$ cat config.mk
export PLATFORM = sky130hd
export DESIGN_NAME = pipe_skid_reg
export DESIGN_NICKNAME = d
export VERILOG_FILES = /design/src/rtl/pipe_pkg.sv /design/src/rtl/pipe_bubble_cnt.sv /design/src/rtl/pipe_skid_reg.sv
export SDC_FILE = /design/constraint.sdc
export NUM_CORES = 1
export LEC_CHECK = 0
export ABC_AREA = 0
export BUFFER_PORTS_ARGS = -buffer_cell sky130_fd_sc_hd__clkbuf_2
export CORE_ASPECT_RATIO = 1.4
export CORE_MARGIN = 4
export CORE_UTILIZATION = 54
export DETAILED_ROUTE_END_ITERATION = 10
export GPL_TIMING_DRIVEN = 0
export PLACE_DENSITY = 0.79
export SKIP_LAST_GASP = 1
export SLEW_MARGIN = 20
export SYNTH_ARGS = -nofsm -noshare
export SYNTH_HDL_FRONTEND = slang
export SYNTH_SLANG_ARGS = --single-unit
$ cat constraint.sdc
create_clock -name clk -period 1.7 [get_ports clk]
set_input_delay 0.34 -clock clk [delete_from_list [all_inputs] [get_ports clk]]
set_output_delay 0.34 -clock clk [all_outputs]
set_load 0.01 [all_outputs]
$ cat src/rtl/pipe_pkg.sv
// Shared types and constants for the pipe_skid_reg stage register.
// The optional bubble counter is enabled with the PIPE_BUBBLE_CNT_EN macro.
package pipe_pkg;

    typedef enum logic [1:0] {
        EMPTY = 2'd0,
        HALF  = 2'd1,
        FULL  = 2'd2
    } pipe_state_e;

    localparam int PIPE_CNT_W_DEF = 32;

    // The all-zero payload is the NOP encoding.
    localparam logic PIPE_NOP_BIT = 1'b0;

    function automatic logic is_full(input pipe_state_e st);
        return (st == FULL);
    endfunction

endpackage

$ cat src/rtl/pipe_bubble_cnt.sv
// Saturating up-counter with enable and synchronous clear.
module pipe_bubble_cnt #(
    parameter int W = 32
) (
    input  logic         clk,
    input  logic         clr,
    input  logic         en,
    output logic [W-1:0] cnt
);

    localparam logic [W-1:0] CNT_MAX = {W{1'b1}};
    localparam logic [W-1:0] CNT_ONE = W'(1);

    // Count enabled cycles, stick at all-ones.
    always_ff @(posedge clk) begin
        if (clr) begin
            cnt <= {W{1'b0}};
        end else if (en && (cnt != CNT_MAX)) begin
            cnt <= cnt + CNT_ONE;
        end else begin
            cnt <= cnt;
        end
    end

endmodule

$ cat src/rtl/pipe_skid_reg.sv
// Two-entry skid pipeline register with flush and global pause.
// Define PIPE_BUBBLE_CNT_EN to add the bubble_cnt output.
module pipe_skid_reg
    import pipe_pkg::*;
#(
    parameter int WIDTH = 128,
    parameter int CNT_W = PIPE_CNT_W_DEF
) (
    input  logic             clk,
    input  logic             rst,
    input  logic             rdy,
    input  logic             flush,
    input  logic             in_valid,
    output logic             in_ready,
    input  logic [WIDTH-1:0] in_data,
    output logic             out_valid,
    input  logic             out_ready,
    output logic [WIDTH-1:0] out_data
`ifdef PIPE_BUBBLE_CNT_EN
    ,
    output logic [CNT_W-1:0] bubble_cnt
`endif
);

    localparam logic [WIDTH-1:0] NOP = {WIDTH{PIPE_NOP_BIT}};

    if ((WIDTH < 1) || (CNT_W < 1)) begin : g_param_chk
        $error("pipe_skid_reg: WIDTH and CNT_W must be >= 1");
    end

    pipe_state_e      state_r, state_s;
    logic [WIDTH-1:0] main_r, main_s;
    logic [WIDTH-1:0] skid_r, skid_s;
    logic             valid_r;
    logic             full_r;
    logic             in_fire_s;
    logic             out_fire_s;

    // full_r mirrors state_r == FULL so in_ready only gates a flop with rdy.
    assign in_ready   = rdy & ~full_r;
    assign out_valid  = valid_r;
    assign out_data   = main_r;
    assign in_fire_s  = in_valid & in_ready;
    assign out_fire_s = valid_r & out_ready & rdy;

    // Next-state and storage update: pause beats flush beats normal flow.
    always_comb begin
        state_s = state_r;
        main_s  = main_r;
        skid_s  = skid_r;
        if (!rdy) begin
            state_s = state_r;
        end else if (flush) begin
            state_s = EMPTY;
            main_s  = NOP;
            skid_s  = NOP;
        end else begin
            case (state_r)
                EMPTY: begin
                    if (in_fire_s) begin
                        state_s = HALF;
                        main_s  = in_data;
                    end else begin
                        state_s = EMPTY;
                    end
                end
                HALF: begin
                    if (in_fire_s && out_fire_s) begin
                        main_s = in_data;
                    end else if (in_fire_s) begin
                        state_s = FULL;
                        skid_s  = in_data;
                    end else if (out_fire_s) begin
                        // Drained: keep the idle payload at NOP.
                        state_s = EMPTY;
                        main_s  = NOP;
                    end else begin
                        state_s = HALF;
                    end
                end
                FULL: begin
                    if (out_fire_s) begin
                        state_s = HALF;
                        main_s  = skid_r;
                        skid_s  = NOP;
                    end else begin
                        state_s = FULL;
                    end
                end
                default: begin
                    state_s = EMPTY;
                    main_s  = NOP;
                    skid_s  = NOP;
                end
            endcase
        end
    end

    // State, payload and registered handshake flags.
    always_ff @(posedge clk) begin
        if (rst) begin
            state_r <= EMPTY;
            main_r  <= NOP;
            skid_r  <= NOP;
            valid_r <= 1'b0;
            full_r  <= 1'b0;
        end else begin
            state_r <= state_s;
            main_r  <= main_s;
            skid_r  <= skid_s;
            valid_r <= (state_s != EMPTY);
            full_r  <= is_full(state_s);
        end
    end

`ifdef PIPE_BUBBLE_CNT_EN
    pipe_bubble_cnt #(
        .W (CNT_W)
    ) u_bubble_cnt (
        .clk (clk),
        .clr (rst),
        .en  (rdy & ~valid_r),
        .cnt (bubble_cnt)
    );
`endif

endmodule

=== After elaboration in Yosys (flattened, before gate mapping) ===
Cells that the tools add are included.

* Flip-flop bits (word level): 260
* Output and inout bits: 130

* Equal/unequal tests: 10
* Mux-type cells: 18
* Bitwise logic cells: 5
* Reductions and logical operators: 5

{| class="wikitable"
|+ Operators with widths
! operator !! count
|-
| $mux W128 || 8
|-
| $pmux W128 S3 || 2
|-
| $ne A3 B3 Y1 const B || 4
|-
| $mux W2 || 5
|-
| $reduce_and A5 Y1 || 2
|-
| $ne A4 B4 Y1 const B || 2
|-
| $pmux W2 S3 || 1
|-
| $and A1 B1 Y1 || 4
|-
| $eq A2 B2 Y1 const B || 2
|-
| $eq A2 B1 Y1 const B || 1
|-
| $logic_not A2 Y1 || 1
|-
| $mux W1 || 2
|-
| $ne A2 B2 Y1 const B || 1
|-
| $reduce_bool A2 Y1 || 1
|-
| $logic_and A1 B1 Y1 || 1
|-
| $not A1 Y1 || 1
|}

=== Depth between registers and ports, before layout ===
Gate-level depths: netlist of run 1.

* Depth in word-level cells: 9
* Depth in mapped cells: 7
* Gate-level depth less buffers: 4

=== Worst setup path after synthesis of run 1 ===
No wires, ideal clock.

* Kind: flip-flop to flip-flop
* From: reg valid_r (netlist: out_valid)
* To: reg skid_r[100]
* Setup time: 72 ps
* Arrival: 1465 ps
* Slack: 163 ps
* Cell stages (with the launch flop): 7
* Path buffers: 2
* Clock period less this slack: 1537 ps
* Cells stage by stage: dfxtp_1 nand2_2 nor4b_4 o31ai_4 buf_6 buf_8 mux2i_1

* Cells in the longest elaborated chain, start to end: 5

{| class="wikitable"
|+ RTL lines
! what !! RTL line !! RTL
|-
| from (decl) || pipe_skid_reg.sv:34 || <nowiki>logic valid_r;</nowiki>
|-
| from (signal assigned) || pipe_skid_reg.sv:111 || <nowiki>valid_r <= (state_s != EMPTY);</nowiki>
|-
| $and A1 B1 Y1 * (2 in a row) || pipe_skid_reg.sv:44 || <nowiki>assign out_fire_s = valid_r & out_ready & rdy;</nowiki>
|-
| $logic_and A1 B1 Y1 || pipe_skid_reg.sv:68 || <nowiki>if (in_fire_s && out_fire_s) begin</nowiki>
|-
| $ne A3 B3 Y1 (no source line) || -- ||
|-
| $reduce_and A5 Y1 (no source line) * || -- ||
|-
| to (signal assigned) || pipe_skid_reg.sv:110 || <nowiki>skid_r <= skid_s;</nowiki>
|-
| to (decl) || pipe_skid_reg.sv:33 || <nowiki>logic [WIDTH-1:0] skid_r, skid_s;</nowiki>
|}

Every way passes the cells marked *; elsewhere a longest branch is shown, timed or not.
A chain may end at the register's enable or synchronous reset.

=== Worst setup path in the final report of run 1 ===
* From: reg state_r[1]
* To: reg main_r[34] (netlist: out_data[34])

* Cells in the longest elaborated chain, start to end: 3

{| class="wikitable"
|+ RTL lines
! what !! RTL line !! RTL
|-
| from (decl) || pipe_skid_reg.sv:31 || <nowiki>pipe_state_e state_r, state_s;</nowiki>
|-
| from (signal assigned) || pipe_skid_reg.sv:108 || <nowiki>state_r <= state_s;</nowiki>
|-
| $eq A2 B1 Y1, or another cell as far along || pipe_skid_reg.sv:58 || <nowiki>case (state_r)</nowiki>
|-
| $ne A4 B4 Y1 (no source line), or another cell as far along || -- ||
|-
| $reduce_and A5 Y1 (no source line) / $mux W128 (equally long branches) || -- ||
|-
| to (signal assigned) || pipe_skid_reg.sv:109 || <nowiki>main_r <= main_s;</nowiki>
|-
| to (decl) || pipe_skid_reg.sv:32 || <nowiki>logic [WIDTH-1:0] main_r, main_s;</nowiki>
|}

Several ways; a longest one is shown, not always the timed one.

==> results of run 1 <==
[critical path: cells and delay by family (launching register included)]
kind / cells / cell delay [ns]
AND/OR/NAND/NOR: 1 / 0.15
buffers and inverters: 3 / 0.46
flip-flops: 1 / 0.37
AO/OA/AOI/OAI: 3 / 0.55
[metal layers]
metal  track usage [%]  wire [um]
met1              30.2      12900
met3              5.43       1980
met2              45.8      16000
met5                 0          0
met4              11.9       1550
[worst min-delay path by stage]
stage	cells past startpoint	endpoint
6_report	3	skid_r[23]$_SDFFE_PP0P_
5_1_grt	3	skid_r[25]$_SDFFE_PP0P_
4_1_cts	3	skid_r[25]$_SDFFE_PP0P_
3_5_place_dp	1	out_data[73]$_SDFFE_PP0P_
3_3_place_gp	2	skid_r[93]$_SDFFE_PP0P_
2_1_floorplan	2	skid_r[101]$_SDFFE_PP0P_
[flip-flops by register name, indices dropped and copies added (netlist names)]
signal / flops
full_r: 1
out_valid: 1
skid_r: 128
state_r: 2
out_data: 128
[cells by family after synthesis]
group,after synthesis,share of synthesized area [%]
AOI/OAI and AO/OA,246,17.6
and+or+nand+nor,339,13.1
buffers and inverters,114,6.11
muxes,210,18.2
DFF,260,45.0
[timing repair]
action / in CTS / in global routing
buffers inserted: 4 / 9
setup endpoints to repair: 231 / 248
cloned: 0 / 2
pin swaps: 3 / 3
resized for setup: 32 / 65
[final cells by class]
cell class                 count  area (um^2)
buffer                       109          871
antenna                        2         5.00
fill                        1760         6720
sequential                   260         5210
clock buffer                  35          726
tap                          260          325
multi-input combinational    795         5710
inverter                       4         15.0
clock inverter                 8         95.1
timing repair buffer         278         1440
[Yosys cell counts (all sizes together) (2+ instances only)]
library cell / count
dfxtp: 260
nand2: 258
mux2i: 210
o2bb2ai: 128
buf: 71
nor2b: 70
a22o: 58
a31oi: 47
clkbuf: 39
inv: 4
a21oi: 3
nor3: 3
nor2: 2
o211ai: 2
o21ai: 2
o31ai: 2
[per-stage QoR]
| step | TNS [ns] | instance area [um^2] |
|---|---|---|
| finish | 0 | 14400 |
| global placement | -65.25 | 13200 |
| floorplan | 0 | 11600 |
| global route | -0.189 | 14400 |
| CTS | -0.00808 | 14100 |
| detailed placement | -66.08 | 13200 |
[power by group]
group	switching, mW	total, mW	internal, mW
Clock	2.35	5.63	3.27
Sequential	0.0666	6.26	6.20
Combinational	0.743	1.33	0.589
Total	3.16	13.2	10.1
==> results.md, run 1 <==
* Pre-CTS setup slack at -0.375 ns
* CTS buffer count at 26
* Clock root buffer master: clkbuf_16
* Cell type with the largest total area after synthesis: dfxtp_1
* Number of placed instances, taps included at 1692
* Fraction of the core area covered by cells at the end of the flow at 68.2%
* Remaining max-slew budget at the tightest pin at 49.0%
* HPWL after DPL at 23100 um
* Portion of the post-synthesis area used by sequential elements at 45.0%
* Number of global-route vias before repair at 10100
* Routed len/inst at 18.5 um
* Register-to-register setup slack at 0.05 ns
* Start point of the critical path: state_r[1]$_SDFF_PP0_
* Die area at 23900 um^2
* Count of boundary I/O pins at 264
* Effective utilization at floorplan at 54.8%
* Count of clock tree sinks at 260
* Cells after Synth at 1169
* Peak supply drop at 0.989 mV
* Global placement routability congestion at 0.839
* Die Span Y at 181 um
* Clock latency on the worst-skew pair at 0.52 ns
* Syn avg cell area at 9.89 um^2
* Maximum net fanout on the critical path at 10
* Areal power density over the cells at 918 nW/um^2
* Global Route Usage Sum at 26.0%
* Number of design rule violations left after detail routing at 0
* Ys flop type: dfxtp_1
* Antenna Nets Post-Route at 0
* Worst Setup End Kind: flop
* Final hold viol count at 0
* Worst Tran Pin Value at 0.765 ns
* Min Hold Slack at 0.0514 ns
* Startpoint Class: flop
* Tcrit/Tclk final at 96.8%
* Number of flip-flops and latches in the synthesized netlist at 260
* Final Power at 13.2 mW
* Cell area after synthesis at 11600 um^2
* Yosys synthesis warning count at 0
* Layout Skew at 0.00898 ns
* Via density per instance at 5.66
* List of cells traversed by the critical path: buf_8 -> nand4b_1 -> o31ai_4 -> o21a_2 -> buf_6 -> buf_6 -> a22o_1
* CP required at 2.11 ns
* Post-cts hold buffer count at 0
* Setup Viol. Count Final at 0
* Clock tree from TritonCTS: done
* Commonest cells after routing, fill and taps aside: 282 x clkbuf_2, 257 x nand2_1, 257 x dfxtp_1, 210 x mux2i_1, 126 x o2bb2ai_1
* Count of buffers from port buffering at 263
* CP Capture Point: out_data[34]$_SDFFE_PP0P_
* Arrival time at the worst endpoint at 2.06 ns
* Clock transition time at the flip-flop clock pins of the worst setup and hold paths at 0.07 ns
* Number of nets in the layout at 1608
* Share of post-route cells with drive strength above 1 at 28.5%
* Worst-path cell with the longest stage delay: dfxtp_4
* Number of optimization iterations in the first detailed-route pass at 5
* Wire length of the first global-routing pass at 51600 um
* Most numerous cell on the critical path: buf_6
* Final worst-path setup slack at 0.0546 ns
* Routed via count at 9918
* Share of the synthesized area in the top cell type at 45.0%
* Startpoint-to-endpoint class of the critical path: reg2reg
* Count of flip-flops with a built-in enable after synthesis at 0
* Synthesis-to-finish area growth at 24.5%
* Startpoint of the lowest-slack register-to-register path: state_r[1]$_SDFF_PP0_
* Site Rows at 63
* Final max-slew violation count at 0
* Number of standard cells in the final layout excluding fillers at 1751
* Outcome: finished, final reports clean
* Die extent in x at 132 um
* Max_cap viols at 0
* Endpoint of the worst-slack reg-to-reg timing path: out_data[34]$_SDFFE_PP0P_
* Top cells by area, synth: dfxtp_1 45%, mux2i_1 18%, o2bb2ai_1 9.7%, nand2_1 8.3%, a22o_1 4.4%
* Pin count of the biggest net entering global routing at 15
* Max clock buf depth at 3
* Final wirelength at 32400 um
* Count of unique library cells instantiated by Yosys at 36
* Antenna violations before repair at 2
* Fmax achieved at 0.608 GHz
* Syn nets at 1303
* LEAKAGE at 6.24 nW
* H-tree lvl count at 1
* Floorplan core area at 21100 um^2
* Depth of the worst register-to-register path at 7
* Worst min-delay path category: in2reg
* Share of flip-flops with an asynchronous set or reset after synthesis at 0%
* Global route total overflow at 0
* Commonest non-fill, non-tap cell in the layout: clkbuf_2
* Minimum period implied by the final worst setup slack at 1.65 ns
* Source of the worst hold timing path: in_data[23]
* Initial DRC Count at 457
* Setup repair after global routing missed its margin: yes
* Largest stage delay, worst path at 0.37 ns
(Power assumes the default switching activity.)
==> inputs of run 2 (changes only) <==
--- a/config.mk
+++ b/config.mk
@@ -5,14 +5,14 @@
 export SDC_FILE = /design/constraint.sdc
 export NUM_CORES = 1
 export LEC_CHECK = 0
-export ABC_AREA = 0
+export ABC_AREA = 1
 export BUFFER_PORTS_ARGS = -buffer_cell sky130_fd_sc_hd__clkbuf_2
 export CORE_ASPECT_RATIO = 1.4
 export CORE_MARGIN = 4
-export CORE_UTILIZATION = 54
+export CORE_UTILIZATION = 57
 export DETAILED_ROUTE_END_ITERATION = 10
 export GPL_TIMING_DRIVEN = 0
-export PLACE_DENSITY = 0.79
+export PLACE_DENSITY = 0.8
 export SKIP_LAST_GASP = 1
 export SLEW_MARGIN = 20
 export SYNTH_ARGS = -nofsm -noshare
==> run 2 against run 1 <==
  * The flow now finishes with violations (negative setup slack)
  * Global-route usage increased by 4.9 points
  * Sequential share of layout area decreased by 7.8 points
  * Non-clock buffer count increased by 84
  * Largest power group unchanged
==> results.md, run 2 <==
* Outcome: complete, but fails checks
* Violated checks: negative setup slack
* Global-route layer with the greatest usage: met2
* Remaining max-slew budget at the tightest pin at 17.1%
* Peak supply drop at 0.905 mV
* Antenna Nets Post-Route at 0
* Global Route Usage Sum at 30.9%
* Top cells by area, synth: dfxtp_1 35%, nand2_1 27%, nand3_1 8.7%, a21oi_1 8.5%, nor2_1 7.0%
* Share of the synthesized area in the top cell type at 35.4%
* Floorplan core area at 25400 um^2
* Commonest cells after routing, fill and taps aside: 1049 x nand2_1, 271 x clkbuf_2, 270 x inv_1, 258 x nor2_1, 258 x dfxtp_1
* Yosys synthesis warning count at 0
* Number of design rule violations left after detail routing at 0
* Global placement routability congestion at 0.875
* Filler Cell Count at 2281
* Minimum period implied by the final worst setup slack at 1.77 ns
* Die area at 28500 um^2
* Final hold viol count at 0
* CTS buffer count at 28
* Number of flip-flops and latches in the synthesized netlist at 260
* Worst Tran Pin Value at 1.24 ns
* Endpoint of the worst-slack reg-to-reg timing path: out_data[87]$_SDFFE_PP0P_
* Clock latency on the worst-skew pair at 0.56 ns
* HPWL after DPL at 32400 um
* Startpoint Class: flop
* Largest stage delay, worst path at 0.33 ns
* Count of buffers from port buffering at 263
* Effective utilization at floorplan at 57.9%
* Startpoint-to-endpoint class of the critical path: reg2reg
* Ys flop type: dfxtp_1
* Cell type with the largest total area after synthesis: dfxtp_1
* Count of flip-flops with a built-in enable after synthesis at 0
* Tcrit/Tclk final at 104%
* Number of global-route vias before repair at 15300
* Layout Skew at 0.0193 ns
* Count of boundary I/O pins at 264
* Startpoint of the lowest-slack register-to-register path: state_r[0]$_SDFF_PP0_
* Source of the worst hold timing path: in_data[56]
* Final worst-path setup slack at -0.0675 ns
* Global route total overflow at 0
* Clock root buffer master: clkbuf_16
* H-tree lvl count at 1
* Die Span Y at 198 um
* Routed via count at 16800
* Via density per instance at 5.22
* Cell area after synthesis at 14700 um^2
* Maximum net fanout on the critical path at 7
* Final wirelength at 46600 um
* Die extent in x at 144 um
* Cell depth of the worst hold path at 5
* Area occupied by registers at 5210 um^2
* Multi-input combinational cell area at 7820 um^2
* Cells after Synth at 2572
* Portion of the post-synthesis area used by sequential elements at 35.4%
* Antenna violations before repair at 4
* Initial DRC Count at 964
* Met3 Usage GRT at 4.98%
* Number of optimization iterations in the first detailed-route pass at 5
* Max_cap viols at 0
* Depth of the worst register-to-register path at 11
* Share of flip-flops with an asynchronous set or reset after synthesis at 0%
* Fmax achieved at 0.566 GHz
* Post-cts hold buffer count at 0
* Total Negative Setup Slacks at -0.142 ns
* Final Power at 15.2 mW
* Met2 global-route usage at 53.1%
* Final max-slew violation count at 0
* Wire length of the first global-routing pass at 72300 um
* Areal power density over the cells at 831 nW/um^2
* Site Rows at 69
* LEAKAGE at 9.49 nW
* Worst-path cell with the longest stage delay: dfxtp_2
* Syn nets at 2706
* Hold-critical path endpoint: skid_r[56]$_SDFFE_PP0P_
* Routed len/inst at 14.5 um
* Clock tree from TritonCTS: done
* Number of standard cells in the final layout excluding fillers at 3217
* Share of post-route cells with drive strength above 1 at 18.1%
* Number of nets in the layout at 3012
* Worst Setup End Kind: flop
* Syn avg cell area at 5.71 um^2
* Setup Viol. Count Final at 7
* Setup repair after global routing missed its margin: yes
* Count of clock tree sinks at 260
* Pin count of the biggest net entering global routing at 14
* Count of unique library cells instantiated by Yosys at 15
* Register-to-register setup slack at -0.07 ns
* Arrival time at the worst endpoint at 2.22 ns
* Commonest non-fill, non-tap cell in the layout: nand2_1
* Number of placed instances, taps included at 3154
* Synthesis-to-finish area growth at 24.8%
* Clock transition time at the flip-flop clock pins of the worst setup and hold paths at 0.07 ns
* Max clock buf depth at 3
* Pre-CTS setup slack at -0.568 ns
* CP required at 2.16 ns
* Worst min-delay path category: in2reg
* Met1 Track Usage GR at 37.0%
* List of cells traversed by the critical path: buf_6 -> inv_1 -> nor2_1 -> nand3_1 -> nand2_2 -> inv_2 -> nand2_8 -> buf_16 -> clkbuf_16 -> nand2_1 -> a21oi_1
* Most frequent cells after synthesis: 1053 x nand2_1, 275 x nor2_1, 271 x inv_1, 260 x dfxtp_1, 255 x nand3_1
* Count leader, synth: nand2_1
## run 2: cell types whose count changed in the layout (fill, tap and decap cells not counted), sizes merged, moves of 70 or more
cell     previous run  this run
nand2             258      1053
nor2                2       277
inv                 4       275
nand3               1       255
a21oi               3       249
mux2i             210         0
o2bb2ai           128         0
nor2b              70         0
## run 2: timing repair
action | CTS | global route
gates resized for setup | 92 | 194
gates cloned | 3 | 6
endpoints found under the setup margin | 250 | 249
pin swaps | 3 | 4
buffers inserted | 2 | 2
## run 2: stage by stage
step	utilization [%]	hold slack, ns	area [um^2]
after CTS	69.4	0.123	17600
final	72.2	0.135	18300
after global routing	72.2	0.143	18300
after floorplan	-	0.452	14700
after global placement	64.7	0.452	16400
after detailed placement	64.7	0.455	16400
## run 2: logic make-up (layout without fill, tap and decap cells)
group / count (synthesis) / in the layout / synth area share (%)
AOI/OAI and AO/OA: 257 / 257 / 8.75
buffers and inverters: 469 / 793 / 13.1
DFF: 260 / 260 / 35.4
other: 0 / 2 / 0
and+or+nand+nor: 1586 / 1586 / 42.7
## run 2: worst max-delay path by stage
stage	cells past startpoint	endpoint	slack [ns]	start
after detailed placement	9	skid_r[51]$_SDFFE_PP0P_	-0.57	rdy
after global placement	9	skid_r[74]$_SDFFE_PP0P_	-0.53	rdy
after CTS	11	out_data[76]$_SDFFE_PP0P_	-0.06	state_r[0]$_SDFF_PP0_
after floorplan	8	skid_r[115]$_SDFFE_PP0P_	0.17	rdy
final	11	out_data[87]$_SDFFE_PP0P_	-0.07	state_r[0]$_SDFF_PP0_
after global routing	10	out_data[88]$_SDFFE_PP0P_	-0.09	state_r[0]$_SDFF_PP0_
## run 2: critical path, delay by kind of cell, from the launching register on
family | cells | cell delay, ns
DFF | 1 | 0.33
AOI/OAI and AO/OA | 1 | 0.19
and+or+nand+nor | 5 | 0.54
buffers and inverters | 5 | 0.61
## run 2: power breakdown
part	switching (mW)	total, mW	internal, mW	leakage, nW
logic	1.58	2.60	1.03	6.92
clock network	2.50	6.06	3.56	0.444
registers	0.172	6.58	6.41	2.13
total	4.25	15.2	11.0	9.49
## run 2: area by class of cell
class                   count  share of cell area (%)
repair buffers            276                    8.59
well taps                 319                    2.18
multi-input cells        1843                    42.6
plain buffers             195                    7.64
diodes                      2                  0.0273
clock buffers              44                    4.65
inverters                 274                    5.61
flip-flops and latches    260                    28.4
clock inverters             4                   0.266
## run 2: routing by layer
metal	up-vias	part of all wire [%]
met5	-	0.064
met4	4	5.1
met3	135	7.5
met2	608	48
met1	7588	39
li1	8466	-
==> inputs of run 3 (changes only) <==
--- a/config.mk
+++ b/config.mk
@@ -8,11 +8,12 @@
 export ABC_AREA = 1
 export BUFFER_PORTS_ARGS = -buffer_cell sky130_fd_sc_hd__clkbuf_2
 export CORE_ASPECT_RATIO = 1.4
-export CORE_MARGIN = 4
-export CORE_UTILIZATION = 57
+export CORE_MARGIN = 3
+export CORE_UTILIZATION = 58
+export CTS_BUF_LIST = sky130_fd_sc_hd__clkbuf_8
 export DETAILED_ROUTE_END_ITERATION = 10
 export GPL_TIMING_DRIVEN = 0
-export PLACE_DENSITY = 0.8
+export PLACE_DENSITY = 0.81
 export SKIP_LAST_GASP = 1
 export SLEW_MARGIN = 20
 export SYNTH_ARGS = -nofsm -noshare
==> run 3 against run 2 <==
  * The flow still finishes with violations (negative setup slack)
  * Critical path depth unchanged
  * Wire length increased by 0.54%
  * Clock skew grew 0.0088 ns
  * Utilization rose by 1.4 points
  * Highest routed layer unchanged
  * Sequential share of layout area up 0.19 points
  * Count of clock-buffer cells in the layout up 7
  * Critical endpoint is now out_data[88]$_SDFFE_PP0P_
  * First-iteration DRC count grew 31%
  * Setup slack improved by 0.060 ns
  * Global-route usage grew 1.3 points
  * Final area shrank 0.60%
  * Final cell count up 0.75%
  * Non-clock buffer count is the same
==> results.md, run 3 (synthesis results as in run 2) <==
* Outcome: complete, but fails checks
* Violated checks: negative setup slack
* LEAKAGE at 9.55 nW
* Final Power at 14.7 mW
* Final wirelength at 46900 um
* Layout Skew at 0.0281 ns
* Max_cap viols at 0
* Global route total overflow at 0
* Synthesis-to-finish area growth at 24.0%
* Count of buffers from port buffering at 263
* Number of design rule violations left after detail routing at 0
* Maximum net fanout on the critical path at 8
* Antenna violations before repair at 1
* Fraction of the core area covered by cells at the end of the flow at 73.6%
* Die extent in x at 141 um
* Clock root buffer master: clkbuf_8
* Number of nets in the layout at 3026
* Floorplan core area at 24800 um^2
* Number of placed instances, taps included at 3150
* Fmax achieved at 0.586 GHz
* HPWL after DPL at 32400 um
* Final hold viol count at 0
* Clock tree from TritonCTS: done
* Peak supply drop at 0.732 mV
* Site Rows at 68
* Routed len/inst at 14.5 um
* Commonest cells after routing, fill and taps aside: 1049 x nand2_1, 286 x inv_1, 274 x clkbuf_2, 260 x nor2_1, 257 x dfxtp_1
* Clock latency on the worst-skew pair at 0.59 ns
* Post-cts hold buffer count at 0
* Arrival time at the worst endpoint at 2.20 ns
* Effective utilization at floorplan at 59.4%
* Via density per instance at 5.20
* Final worst-path setup slack at -0.00718 ns
* CTS buffer count at 42
* Initial DRC Count at 1265
* Register-to-register setup slack at -0.007 ns
* Pre-CTS setup slack at -0.643 ns
* Areal power density over the cells at 806 nW/um^2
* Antenna Nets Post-Route at 0
* Count of boundary I/O pins at 264
* Min Hold Slack at 0.0898 ns
* Die area at 27300 um^2
* Number of optimization iterations in the first detailed-route pass at 6
* Number of standard cells in the final layout excluding fillers at 3241
* Remaining max-slew budget at the tightest pin at 26.9%
* Commonest non-fill, non-tap cell in the layout: nand2_1
* Global Route Usage Sum at 32.2%
* Share of post-route cells with drive strength above 1 at 18.8%
* Tcrit/Tclk final at 100%
* Number of global-route vias before repair at 15500
* Setup Viol. Count Final at 4
* Routed via count at 16900
* Max clock buf depth at 3
* Worst Tran Pin Value at 1.10 ns
* Startpoint-to-endpoint class of the critical path: reg2reg
* Pin count of the biggest net entering global routing at 12
* Count of clock tree sinks at 260
* Ant diodes at 0
* Minimum period implied by the final worst setup slack at 1.71 ns
* Global placement routability congestion at 0.911
* Clock transition time at the flip-flop clock pins of the worst setup and hold paths at 0.06 ns
* H-tree lvl count at 2
* Final max-slew violation count at 0
* Worst Setup End Kind: flop
* Die Span Y at 194 um
* Setup repair after global routing missed its margin: yes
* Startpoint Class: flop
* CP required at 2.19 ns
* Wire length of the first global-routing pass at 73100 um
* Worst min-delay path category: in2reg
-- run 3: cell types whose count changed in the layout (fill, tap and decap cells not counted), sizes merged --
cell | before | now
clkdlybuf4s15 | 0 | 1
clkinv | 2 | 9
clkbuf | 400 | 401
buf | 115 | 120
inv | 275 | 291
diode | 2 | 0
-- run 3: worst max-delay path, cell delays in order, from the launching register on --
cell and delay [ns]:
dfxtp_2 0.32, buf_6 0.13, inv_1 0.08, nor2_2 0.12
nand3_2 0.10, nand2_2 0.10, inv_1 0.07, nand2_4 0.13
buf_12 0.20, buf_8 0.13, nand2_1 0.07, a21oi_1 0.15
-- run 3: per-layer routing --
| layer | up-vias | wire length [um] | GRT usage [%] |
|---|---|---|---|
| met1 | 7539 | 18200 | 38.9 |
| li1 | 8506 | - | - |
| met5 | - | 13 | 0 |
| met3 | 161 | 3730 | 5.46 |
| met2 | 660 | 22300 | 54.5 |
| met4 | 2 | 2590 | 16.5 |
-- run 3: worst paths after layout --
path                         startpoint                    endpoint  depth (start not counted)
max reg2reg       state_r[0]$_SDFF_PP0_   out_data[88]$_SDFFE_PP0P_                         11
min reg2reg  out_data[108]$_SDFFE_PP0P_  out_data[108]$_SDFFE_PP0P_                          2
min                         in_data[54]     skid_r[54]$_SDFFE_PP0P_                          5
max               state_r[0]$_SDFF_PP0_   out_data[88]$_SDFFE_PP0P_                         11
-- run 3: timing repair --
item                       4_1_cts  5_1_grt
buffers inserted                 1        5
resized for setup              104      170
pin swaps                        2        8
cloned                           2        5
setup endpoints to repair      249      249
-- run 3: stage by stage --
stage / instance area [um^2] / setup TNS (ns)
final: 18200 / -0.0124
after detailed placement: 16400 / -121.35
after CTS: 17600 / -0.0357
after global placement: 16400 / -112.28
after floorplan: 14700 / 0
after global routing: 18200 / -3.42
-- run 3: layout make-up --
| cell class | count | area [um^2] |
|---|---|---|
| clock inverter | 27 | 149 |
| clock buffer | 51 | 702 |
| buffer | 195 | 1380 |
| multi-input combinational | 1843 | 7820 |
| fill | 2169 | 6540 |
| sequential | 260 | 5210 |
| inverter | 274 | 1030 |
| tap | 315 | 394 |
| timing repair buffer | 276 | 1540 |
-- run 3: power by group --
part,switching (mW),total (mW),internal (mW)
combinational,1.58,2.59,1.01
sequential,0.173,6.58,6.41
clock,2.62,5.52,2.89
